===== src/rtl/jpu_uart_echo_top.sv =====
// UART echo top: 8N1 receiver, echo FIFO with optional upper-casing, transmitter,
// and halt-on-newline control exported on status_led.
module jpu_uart_echo_top #(
  parameter int unsigned UART_DIVIDE = 16,
  parameter int unsigned FIFO_DEPTH  = 4
) (
  input  logic       clk,
  input  logic       rst,
  input  logic [3:0] user_btn,
  input  logic [3:0] user_sw,
  input  logic       uart_txd_in,
  output logic [7:0] status_led,
  output logic       uart_rxd_out
);

  localparam logic [31:0] DIV  = 32'(UART_DIVIDE);
  localparam logic [31:0] HALF = DIV >> 1;
  localparam int          AW   = $clog2(FIFO_DEPTH);
  localparam int          CW   = AW + 1;

  typedef enum logic [1:0] {RX_IDLE, RX_START, RX_DATA, RX_STOP} rx_state_t;
  typedef enum logic [1:0] {TX_IDLE, TX_START, TX_DATA, TX_STOP} tx_state_t;

  rx_state_t rx_state;
  tx_state_t tx_state;

  logic        rx_s1, rx_s2, rx_prev;
  logic [31:0] rx_cnt, tx_cnt;
  logic [2:0]  rx_bit, tx_bit;
  logic [7:0]  rx_shift, rx_data, tx_shift, tx_byte, echo_byte;
  logic        rx_valid, rx_ferr;
  logic        tx_line, tx_done_nl;

  logic [7:0]    mem [FIFO_DEPTH];
  logic [AW-1:0] wr_ptr, rd_ptr;
  logic [CW-1:0] count;
  logic          full, push, pop;
  logic          running, halted, ferr_flag, ovf_flag;
  logic [2:0]    occ;

  logic unused_inputs;
  assign unused_inputs = ^{user_btn[3:1], user_sw[3:1]};

  always_ff @(posedge clk) begin
    if (!rst) begin
      {rx_s1, rx_s2, rx_prev} <= 3'b111;
    end else begin
      rx_s1   <= uart_txd_in;
      rx_s2   <= rx_s1;
      rx_prev <= rx_s2;
    end
  end

  // Receiver: a mid-start resample filters glitches; stop is checked at its centre.
  always_ff @(posedge clk) begin
    if (!rst) begin
      rx_state <= RX_IDLE;
      rx_cnt   <= '0;
      rx_bit   <= '0;
      rx_shift <= '0;
      rx_data  <= '0;
      rx_valid <= 1'b0;
      rx_ferr  <= 1'b0;
    end else begin
      rx_valid <= 1'b0;
      rx_ferr  <= 1'b0;
      case (rx_state)
        RX_IDLE: begin
          if (rx_prev && !rx_s2) begin
            rx_state <= RX_START;
            rx_cnt   <= '0;
          end
        end
        RX_START: begin
          if (rx_cnt == HALF - 32'd1) begin
            rx_cnt   <= '0;
            rx_bit   <= '0;
            rx_state <= rx_s2 ? RX_IDLE : RX_DATA;
          end else begin
            rx_cnt <= rx_cnt + 32'd1;
          end
        end
        RX_DATA: begin
          if (rx_cnt == DIV - 32'd1) begin
            rx_cnt   <= '0;
            rx_shift <= {rx_s2, rx_shift[7:1]};
            if (rx_bit == 3'd7) rx_state <= RX_STOP;
            else                rx_bit   <= rx_bit + 3'd1;
          end else begin
            rx_cnt <= rx_cnt + 32'd1;
          end
        end
        RX_STOP: begin
          if (rx_cnt == DIV - 32'd1) begin
            rx_cnt   <= '0;
            rx_state <= RX_IDLE;
            if (rx_s2) begin
              rx_valid <= 1'b1;
              rx_data  <= rx_shift;
            end else begin
              rx_ferr <= 1'b1;
            end
          end else begin
            rx_cnt <= rx_cnt + 32'd1;
          end
        end
        default: rx_state <= RX_IDLE;
      endcase
    end
  end

  always_comb begin
    echo_byte = rx_data;
    if (user_sw[0] && rx_data >= 8'h61 && rx_data <= 8'h7A) echo_byte = rx_data - 8'h20;
  end

  assign full       = (count == CW'(FIFO_DEPTH));
  assign push       = rx_valid && !halted && !full;
  assign pop        = (tx_state == TX_IDLE) && (count != '0) && !halted;
  assign tx_done_nl = (tx_state == TX_STOP) && (tx_cnt == DIV - 32'd1) && (tx_byte == 8'h0A);

  always_ff @(posedge clk) begin
    if (push) mem[wr_ptr] <= echo_byte;
  end

  // Flag clears come first so a same-cycle set event still wins.
  always_ff @(posedge clk) begin
    if (!rst) begin
      wr_ptr    <= '0;
      rd_ptr    <= '0;
      count     <= '0;
      running   <= 1'b0;
      halted    <= 1'b0;
      ferr_flag <= 1'b0;
      ovf_flag  <= 1'b0;
    end else begin
      running <= 1'b1;
      if (push) wr_ptr <= wr_ptr + AW'(1);
      if (pop)  rd_ptr <= rd_ptr + AW'(1);
      case ({push, pop})
        2'b10:   count <= count + CW'(1);
        2'b01:   count <= count - CW'(1);
        default: count <= count;
      endcase
      if (user_btn[0]) begin
        halted    <= 1'b0;
        ferr_flag <= 1'b0;
        ovf_flag  <= 1'b0;
      end
      if (rx_ferr) ferr_flag <= 1'b1;
      if (rx_valid && !halted && full) ovf_flag <= 1'b1;
      if (tx_done_nl) halted <= 1'b1;
    end
  end

  always_ff @(posedge clk) begin
    if (!rst) begin
      tx_state <= TX_IDLE;
      tx_cnt   <= '0;
      tx_bit   <= '0;
      tx_shift <= '0;
      tx_byte  <= '0;
      tx_line  <= 1'b1;
    end else begin
      case (tx_state)
        TX_IDLE: begin
          tx_line <= 1'b1;
          if (pop) begin
            tx_byte  <= mem[rd_ptr];
            tx_shift <= mem[rd_ptr];
            tx_line  <= 1'b0;
            tx_cnt   <= '0;
            tx_state <= TX_START;
          end
        end
        TX_START: begin
          if (tx_cnt == DIV - 32'd1) begin
            tx_cnt   <= '0;
            tx_bit   <= '0;
            tx_line  <= tx_shift[0];
            tx_shift <= {1'b1, tx_shift[7:1]};
            tx_state <= TX_DATA;
          end else begin
            tx_cnt <= tx_cnt + 32'd1;
          end
        end
        TX_DATA: begin
          if (tx_cnt == DIV - 32'd1) begin
            tx_cnt <= '0;
            if (tx_bit == 3'd7) begin
              tx_line  <= 1'b1;
              tx_state <= TX_STOP;
            end else begin
              tx_bit   <= tx_bit + 3'd1;
              tx_line  <= tx_shift[0];
              tx_shift <= {1'b1, tx_shift[7:1]};
            end
          end else begin
            tx_cnt <= tx_cnt + 32'd1;
          end
        end
        TX_STOP: begin
          if (tx_cnt == DIV - 32'd1) begin
            tx_cnt   <= '0;
            tx_state <= TX_IDLE;
          end else begin
            tx_cnt <= tx_cnt + 32'd1;
          end
        end
        default: tx_state <= TX_IDLE;
      endcase
    end
  end

  always_comb begin
    occ = 3'(count);
    if (32'(count) > 32'd7) occ = 3'd7;
  end

  assign status_led   = {occ, tx_state != TX_IDLE, ovf_flag, ferr_flag, halted, running};
  assign uart_rxd_out = tx_line;

endmodule


===== config.mk =====
export PLATFORM = sky130hd
export DESIGN_NAME = jpu_uart_echo_top
export DESIGN_NICKNAME = d
export VERILOG_FILES = /design/src/rtl/jpu_uart_echo_top.sv
export SDC_FILE = /design/constraint.sdc
export NUM_CORES = 1
export LEC_CHECK = 0
export CORE_ASPECT_RATIO = 0.7
export CORE_MARGIN = 2
export CORE_UTILIZATION = 50
export CTS_BUF_LIST = sky130_fd_sc_hd__clkbuf_2
export DETAILED_ROUTE_END_ITERATION = 10
export GPL_TIMING_DRIVEN = 0
export PLACE_DENSITY = 0.7
export SYNTH_ARGS = -nofsm -noshare
export SYNTH_HDL_FRONTEND = slang
export SYNTH_SLANG_ARGS = --single-unit

===== constraint.sdc =====
create_clock -name clk -period 5.7 [get_ports clk]
set_clock_uncertainty 0.1 [all_clocks]
set_input_delay 0.57 -clock clk [delete_from_list [all_inputs] [get_ports clk]]
set_output_delay 0.57 -clock clk [all_outputs]
set_load 0.05 [all_outputs]

# After elaboration in Yosys (flattened, before gate mapping)
# Memories as Yosys holds them, arrays and structs flattened. A register that Yosys moved wholly into a read port is not among the register bits.
# Index checks and enable logic that the tools add are counted.
[classes] addsub=9 magnitude_cmp=2 eq_ne=27 n_mux=51 reduce_logical=36
[op_table] op="32-bit 2-to-1 mux" n=5
[op_table] op="32-bit one-hot mux with 3 select lines" n=1
[op_table] op="32-bit by 1-bit adder with 32-bit output, second input constant" n=2
[op_table] op="32-bit by 4-bit == test with 1-bit output, second input constant" n=2
[op_table] op="32-bit one-hot mux with 2 select lines" n=1
[op_table] op="8-bit 2-to-1 mux" n=5
[op_table] op="32-bit by 3-bit == test with 1-bit output, second input constant" n=1
[op_table] op="2-bit 2-to-1 mux" n=13
[op_table] op="8-bit one-hot mux with 3 select lines" n=1
[op_table] op="2-bit inequality test, second input constant" n=11
[op_table] op="3-bit 2-to-1 mux" n=6
[op_table] op="3-bit one-hot mux with 2 select lines" n=3
[op_table] op="2-bit one-hot mux with 4 select lines" n=2
[op_table] op="5-bit AND reduction" n=3
[op_table] op="2-bit nonzero test" n=7
[op_table] op="1-bit 2-to-1 mux" n=13
[op_table] op="2-bit == test, second input constant" n=5
[op_table] op="1-bit logical AND" n=10
[op_table] op="3-bit by 1-bit adder with 3-bit output, second input constant" n=3
[op_table] op="3-bit == test, second input constant" n=3
[op_table] op="3-bit AND reduction" n=3
[op_table] op="8-bit by 4-bit == test with 1-bit output, second input constant" n=1
[op_table] op="8-bit by 7-bit greater-or-equal comparator with 1-bit output, second input constant" n=1
[op_table] op="8-bit by 7-bit <= comparator with 1-bit output, second input constant" n=1
[op_table] op="13 further kinds" n=22
[word_totals] register_bits=123 ram_bits=32 in_bits=11 wordCells=149 mem_count=1
[memory_table] memory="mem" words=4 word_bits=8 rd=1 rd_ports_with_merged_regs=1 write_ports=1 line="34" text="logic [7:0] mem [FIFO_DEPTH];"

# Logic depth before layout (Yosys ltp)
# Gate-level depths: netlist of run 1.
[depth] ltp_word=5 ltp_mapped=11

# Worst setup path before layout of run 1
# Ideal clock, no wire load.
[synth_path] path_kind="reg-to-reg" startpoint="reg tx_state[0]" endpoint="reg count[2]" setup_ps=71 t_arrival_ps=2838 required_time_ps=5529 setup_slack_ps=2692 stages_incl_launch_ff=12 cell_sequence="dfxtp_1 inv_1 ha_1 inv_1 nor3_1 buf_1 ha_1 inv_1 fa_1 xor2_1 or3_1 a21oi_1"
[synth_between] elab_chain_len=5 word_cells_on_any_way=7
[synth_rtl] element="from (decl)" line="25" text="tx_state_t tx_state;"
[synth_rtl] element="from (signal assigned)" line="158" text="tx_state <= TX_IDLE;"
[synth_rtl] element="from (signal assigned)" line="173" text="tx_state <= TX_START;"
[synth_rtl] element="from (signal assigned)" line="182" text="tx_state <= TX_DATA;"
[synth_rtl] element="2-bit logical NOT *" line="119" text="assign pop = (tx_state == TX_IDLE) && (count != '0) && !halted;"
[synth_rtl] element="1-bit logical AND * (2 in a row)" line="119"
[synth_rtl] element="net pop" line="37" text="logic full, push, pop;"
[synth_rtl] element="2-bit by 1-bit == test with 1-bit output / 2-bit == test (equally long branches)" line="140" text="case ({push, pop})"
[synth_rtl] element="3-bit one-hot mux with 2 select lines / 2-bit nonzero test (equally long branches)"
[synth_rtl] element="to (signal assigned)" line="141" text="2'b10: count <= count + CW'(1);"
[synth_rtl] element="to (signal assigned)" line="142" text="2'b01: count <= count - CW'(1);"
[synth_rtl] element="to (signal assigned)" line="143" text="default: count <= count;"
[synth_rtl] element="to (decl)" line="36" text="logic [CW-1:0] count;"
# Mark *: on every way through the listed nets, which the timed path passes. The rest lies on a longest branch.
# A chain may end at the register's enable or synchronous reset.

# Final worst setup path of run 1
[layout_path] startpoint="reg tx_state[1]" endpoint="reg count[2]"
# The elaborated chain is that of the path after synthesis.

==> results of run 1 <==
-- cell usage in the layout (no fill, tap or decap), types with 17 or more instances in the layout --
| cell | Yosys | routed |
|---|---|---|
| clkbuf_1 | 41 | 41 |
| nand4_1 | 28 | 28 |
| dfxtp_1 | 125 | 125 |
| nor2_1 | 88 | 88 |
| edfxtp_1 | 32 | 32 |
| xnor2_1 | 28 | 28 |
| ha_1 | 17 | 17 |
| nand2_1 | 78 | 78 |
| nor4_1 | 42 | 42 |
| mux2i_1 | 35 | 35 |
| a21oi_1 | 24 | 24 |
| clkbuf_2 | 1 | 19 |
| nor3_1 | 18 | 18 |
| o21ai_0 | 25 | 25 |
| inv_1 | 26 | 26 |
| nand3_1 | 36 | 36 |
-- sequential cells by signal (all words and copies together), names as in the netlist, 2 cells and up, named ones only --
name,cells
tx_shift,8
tx_state,2
wr_ptr,2
count,3
rx_data,8
tx_bit,3
tx_cnt,32
rx_bit,3
rd_ptr,2
mem,32
rx_cnt,32
rx_shift,8
tx_byte,8
-- metrics by stage --
| stage | util [%] | worst slack (ns) |
|---|---|---|
| after floorplan | - | 2.692 |
| final | 54.55 | 2.482 |
| after CTS | 54.55 | 2.493 |
| after global routing | 54.55 | 2.264 |
| after detailed placement | 53.01 | 2.536 |
| after global placement | 53.01 | 2.584 |
-- cell families (layout without fill, tap and decap cells) --
family                   count (synthesis)  count (layout)
multiplexers                            50              50
flip-flops                             157             157
adder cells (fa/ha/maj)                 18              18
XOR/XNOR                                36              36
AO/OA/AOI/OAI                          126             126
AND/OR/NAND/NOR                        368             368
buffers and inverters                   85             130
-- area by class of cell --
cell class	instances	area (um2)	share of cell area, %
well taps	200	250.2	2.987
plain buffers	59	246.5	2.942
clock buffers	18	90.09	1.075
multi-input cells	598	3953	47.18
repair buffers	13	130.1	1.553
inverters	26	97.59	1.165
clock inverters	14	146.4	1.748
flip-flops and latches	157	3463	41.34
-- final timing paths --
check / cells after the start / start / to / slack (ns)
worst max-delay path: 11 / tx_state[1] / count[2] / 2.48
worst min-delay path: 1 / rst / running / 0.12
worst max register to register: 11 / tx_state[1] / count[2] / 2.48
worst min register to register: 1 / rx_s1 / rx_s2 / 0.35
-- power groups by stage --
stage	Clock (mW)	Combinational (mW)	Sequential, mW
2_1_floorplan	0	0.433	1.28
3_3_place_gp	0	0.584	1.26
3_5_place_dp	0	0.588	1.26
4_1_cts	0.624	0.591	1.24
5_1_grt	0.676	0.656	1.25
6_report	0.610	0.591	1.24
-- metal layers --
layer / vias up / wire length, um
li1: 3174 / -
met1: 3051 / 8996
met2: 213 / 7290
met3: 18 / 1204
met4: 0 / 210
met5: - / 0
-- critical path: stages (launching register included) --
cell and delay, ns:
dfxtp_1 0.40, inv_1 0.10, ha_1 0.24, inv_1 0.11, nor3_1 0.33, buf_1 0.54
ha_1 0.30, inv_1 0.06, fa_1 0.37, xor2_1 0.16, or3_1 0.30, a21oi_1 0.15
-- Yosys cell counts (all sizes together) (3+ instances only) --
master	count
mux4	8
nand3	36
edfxtp	32
buf	17
a211oi	4
and2	12
a31oi	7
nor2	88
nor2b	7
o21ai	26
dfxtp	125
ha	17
clkbuf	42
o2111ai	5
and4	14
or3	6
o31a	6
mux2	7
nand2b	9
a21o	3
nor4	44
xor2	8
and3	7
o311a	4
xnor2	28
nor4b	3
nand2	78
mux2i	35
nor3	20
nand4b	3
o31ai	4
inv	26
or4	4
o22ai	8
nor4bb	3
nand4	29
a21boi	4
o221ai	8
o211ai	5
a21oi	24
==> out/summary.txt, run 1 <==
Outcome: finished, final reports clean
Diode count: 0
Post-synth EDFFs: 32
Seq/Total Area, Yosys: 44.63%
Die area: 16550 um2
Layout Cells excl Fill: 1085
Final setup viols: 0
Grt ovf: 0
Part of the power in registers: 50.8%
Largest net degree at the start of global routing: 18
Syn nets: 869
Met3 Use GR: 5.371%
All-layer global routing usage: 22.25%
Post-synth top area share: 32.25%
DR iter-0 viols: 577
Slew HR: 24.29%
Vias: 6456
Final Hold Viols: 0
Area after DPL: 8140 um2
HPWL after DPL: 12.50 mm
CP startpoint kind: flop
Area Growth Syn to Fin: 7.949%
CP required: 6.31 ns
Peak supply drop: 190.9 uV
Row cnt: 38
Sink Count: 157
Final #Nets: 901
RSZ-0062 raised after global routing: no
# IOs: 20
Simple-Gate Fraction of Synth Area: 24.75%
Worst skew pair latency: 0.76 ns
Largest family of logic cells by synthesized area: simple AND/OR/NAND/NOR gates
CTS tree: done
DRT Pass-1 Iters: 7
Adder and majority gate portion of the synthesized area: 2.999%
Most Crowded Layer GR: met1
Ys Warns: 0
Period minus WS final: 3.218 ns
Max_cap viols: 0
First-pass GRT wire length: 29.46 mm
Worst Hold Slack: 0.1221 ns
Vias per inst: 5.950
CTS clk-pin slew, worst paths: 0.28 ns
Area leader, netlist: dfxtp_1
Mux share of post-synthesis cell area: 7.852%
Pwr Density: 291.2 nW/um2
Filler Cell Count: 1389
Num CTS Buffers: 17
Syn Inst Count: 840
Setup TNS: 0 ns
WL/cell: 16.32 um
Comb pwr share: 24.2%
Int Pwr: 1.577 mW
Clock root cell: clkbuf_2
Core area: 15360 um2
CP Max Fanout: 10
Mapped cell area: 7760 um2
IO Port Bufs: 13
Tcrit/Tclk final: 56.46%
Initial core utilization: 50.53%
Synth Area in Compound Gates: 11.27%
Share of cells above drive strength 1: 7.797%
Pleak: 2.809 nW
Post-CTS Hold Fix Bufs: 0
Post-route ant nets: 0
Synth top area cells: dfxtp_1 (32%), edfxtp_1 (12%), mux2i_1 (4.5%)
Count of cell types in the netlist: 68
CTS Buffer Depth: 2
Post-synthesis xor/xnor area fraction: 4.063%
Synth Flop Type: dfxtp_1
Post-synth ARST share: 0%
CP Capture Type: flop
Post-route cell area: 8377 um2
Die width: 152.9 um
Clock share of power: 25.0%
Net Sw Frac: 35.36%
Placer Congestion: 0.8975
CP Class: reg -> reg
Critical path data arrival time: 3.83 ns
Initial antenna violation count: 0
Post_cts resized: 0
Met1 usage: 33.61%
DRC: 0
Slew @ Worst Pin: 1.125 ns
GRT met2 Usage: 31.77%
DP Cell Count: 1053
Min-delay worst type: in -> reg
H-Tree Depth: 4
Tot Pwr: 2.440 mW
Flops & latches, synth: 157
Syn avg cell area: 9.238 um2
Pins over their slew limit: 0
Die Height: 108.2 um
Max Clk Rate: 0.3107 GHz
Routed wire length: 17.70 mm
Vias in the first global route: 5557
Sw Pwr: 0.8626 mW
Postcts setup bufs: 0
Power figures use the tool's default switching activity.
==> run 2: changes to the inputs <==
Clock period 5.7 ns to 3.2 ns, I/O delays scaled along.
==> run 2 against run 1 <==
Net effect:
- register-to-register slack lost 2.3 ns
- setup slack lost 2.3 ns
- clock power grew 79%
- sequential power grew 78%
- fmax grew 6.2%
- hold slack gained 0.041 ns
- via count shrank 0.37%
- die area is the same
- critical path type unchanged
- total power grew 78%
- first-iteration DRC count grew 3.1%
- critical endpoint is now rx_cnt[26]
- cell count grew 0.18%
==> out/summary.txt, run 2 (same netlist as run 1, synthesis figures left out) <==
IO Port Bufs: 13 (unchanged)
CP startpoint: rx_cnt[0] (was tx_state[1])
CP Max Fanout: 8 (was 10)
Part of the power in registers: 50.7% (was 50.8%)
Final #Nets: 903 (was 901)
CTS clk-pin slew, worst paths: 0.28 ns (about the same)
Vias per inst: 5.917 (was 5.950)
Int Pwr: 2.813 mW (was 1.577 mW)
Placer Congestion: 0.8975 (unchanged)
Tot Pwr: 4.348 mW (was 2.440 mW)
Share of cells above drive strength 1: 8.005% (was 7.797%)
Num CTS Buffers: 17 (unchanged)
CTS Buffer Depth: 2 (unchanged)
Routed wire length: 17.73 mm (was 17.70 mm)
Critical path data arrival time: 3.62 ns (was 3.83 ns)
Post-route ant nets: 0 (unchanged)
Layout Cells excl Fill: 1087 (was 1085)
Comb pwr share: 24.2% (about the same)
Worst skew pair latency: 0.76 ns (about the same)
Peak supply drop: 340.1 uV (was 190.9 uV)
Sink Count: 157 (unchanged)
Outcome: finished, final reports clean (unchanged)
CP required: 3.79 ns (was 6.31 ns)
Most frequent cells in the layout: dfxtp_1 (125), nor2_1 (88), nand2_1 (78) (unchanged)
DRC: 0 (unchanged)
# IOs: 20 (unchanged)
WL/cell: 16.31 um (was 16.32 um)
Final Hold Viols: 0 (unchanged)
Max_cap viols: 0 (unchanged)
Pins over their slew limit: 0 (unchanged)
Tcrit/Tclk final: 94.71% (was 56.46%)
DP Cell Count: 1053 (unchanged)
DRT Pass-1 Iters: 5 (was 7)
Clock share of power: 25.0% (about the same)
Clock root cell: clkbuf_2 (unchanged)
Core area: 15360 um2 (unchanged)
Pleak: 2.829 nW (was 2.809 nW)
CP Class: reg -> reg (unchanged)
Hold Startpoint: user_btn[0] (was rst)
Final setup viols: 0 (unchanged)
Die Height: 108.2 um (unchanged)
Net Sw Frac: 35.32% (was 35.36%)
Pwr Density: 517.5 nW/um2 (was 291.2 nW/um2)
Vias in the first global route: 5570 (was 5557)
CP cell instances: ha_1, nand3_1, nor4_1, nand4_1, o2111a_1, or3_1 (was inv_1, ha_1, inv_1, nor3_1, buf_1, ha_1, inv_1, fa_1, xor2_1, or3_1, a21oi_1)
Post-route core utilization: 54.72% (was 54.55%)
Row cnt: 38 (unchanged)
Die width: 152.9 um (unchanged)
RSZ-0062 raised after global routing: no (unchanged)
Postcts setup bufs: 0 (unchanged)
All-layer global routing usage: 22.26% (was 22.25%)
CP startpoint kind: flop (unchanged)
Area Growth Syn to Fin: 8.288% (was 7.949%)
Slew HR: 22.67% (was 24.29%)
Initial antenna violation count: 0 (unchanged)
Vias: 6432 (was 6456)
Largest net degree at the start of global routing: 18 (unchanged)
Grt ovf: 0 (unchanged)
DR top layer: met4 (unchanged)
Routed wl met3: 1.168 mm (was 1.204 mm)
Period minus WS final: 3.031 ns (was 3.218 ns)
Place WS: 0.03614 ns (was 2.536 ns)
H-Tree Depth: 4 (unchanged)
HPWL after DPL: 12.50 mm (unchanged)
CTS tree: done (unchanged)
Sw Pwr: 1.536 mW (was 0.8626 mW)
CP max stage delay: 1.05 ns (was 0.54 ns)
Max Clk Rate: 0.3300 GHz (was 0.3107 GHz)
First-pass GRT wire length: 29.48 mm (was 29.46 mm)
Slew @ Worst Pin: 1.149 ns (was 1.125 ns)
Initial core utilization: 50.53% (unchanged)
Commonest non-fill, non-tap cell in the layout: dfxtp_1 (unchanged)
Worst R2R Start: rx_cnt[0] (was tx_state[1])
Diode count: 0 (unchanged)
Fin worst setup slack: 0.1693 ns (was 2.482 ns)
Min-delay worst type: in -> reg (unchanged)
Setup TNS: 0 ns (unchanged)
Slowest CP cell: nor4_1 (was buf_1)
Die area: 16550 um2 (unchanged)
Wire length on met2: 7.341 mm (was 7.290 mm)
CP Capture Type: flop (unchanged)
Top Registers: mem x32, rx_cnt x32, tx_cnt x32 (unchanged)
DR iter-0 viols: 595 (was 577)
WL met1: 9.023 mm (was 8.996 mm)
## run 2: cell count changes in the layout (fill, tap and decap cells not counted), sizes merged
cell,before,now
dlygate4sd3,0,2
## run 2: per-layer routing
| layer | global-route usage (%) | up-vias |
|---|---|---|
| met5 | 0 | - |
| met4 | 5.754 | 0 |
| met3 | 5.371 | 19 |
| met2 | 31.84 | 204 |
| met1 | 33.59 | 3042 |
| li1 | - | 3167 |
## run 2: through the flow
| stage | area [um2] | hold WS (ns) |
|---|---|---|
| finish | 8403 | 0.1632 |
| global route | 8403 | 0.1229 |
| CTS | 8398 | 0.1273 |
| detailed placement | 8140 | 0.2980 |
| global placement | 8140 | 0.2891 |
| floorplan | 7760 | 0.2477 |
## run 2: worst max-delay path: cells and delay by family (launching register included)
kind / cells / cell delay, ns
AND/OR/NAND/NOR: 4 / 1.94
flip-flops: 1 / 0.47
adder cells (fa/ha/maj): 1 / 0.29
AO/OA/AOI/OAI: 1 / 0.20
## run 2: area by class of cell
type / count / area (um2)
flip-flops and latches: 157 / 3463
multi-input cells: 598 / 3958
inverters: 26 / 97.59
clock inverters: 14 / 146.4
clock buffers: 18 / 90.09
plain buffers: 59 / 247.7
well taps: 200 / 250.2
repair buffers: 15 / 150.1
fillers: 1382 / 6954
## run 2: timing repair
item,CTS,global route
hold endpoints to repair,2,0
hold buffers,2,0
gates resized for setup,1,1
setup endpoints to repair,1,3
## run 2: final timing paths
path                endpoint  slack, ns  cells past startpoint
setup / recovery  rx_cnt[26]       0.17                      6
hold / removal     ferr_flag       0.16                      4
setup reg to reg  rx_cnt[26]       0.17                      6
hold reg to reg        rx_s2       0.35                      1
## run 2: power by group through the flow
| stage | Combinational, mW | Clock, mW | Sequential, mW |
|---|---|---|---|
| 2_1_floorplan | 0.771 | 0 | 2.28 |
| 3_3_place_gp | 1.04 | 0 | 2.24 |
| 3_5_place_dp | 1.05 | 0 | 2.25 |
| 4_1_cts | 1.06 | 1.11 | 2.21 |
| 5_1_grt | 1.17 | 1.20 | 2.22 |
| 6_report | 1.05 | 1.09 | 2.21 |
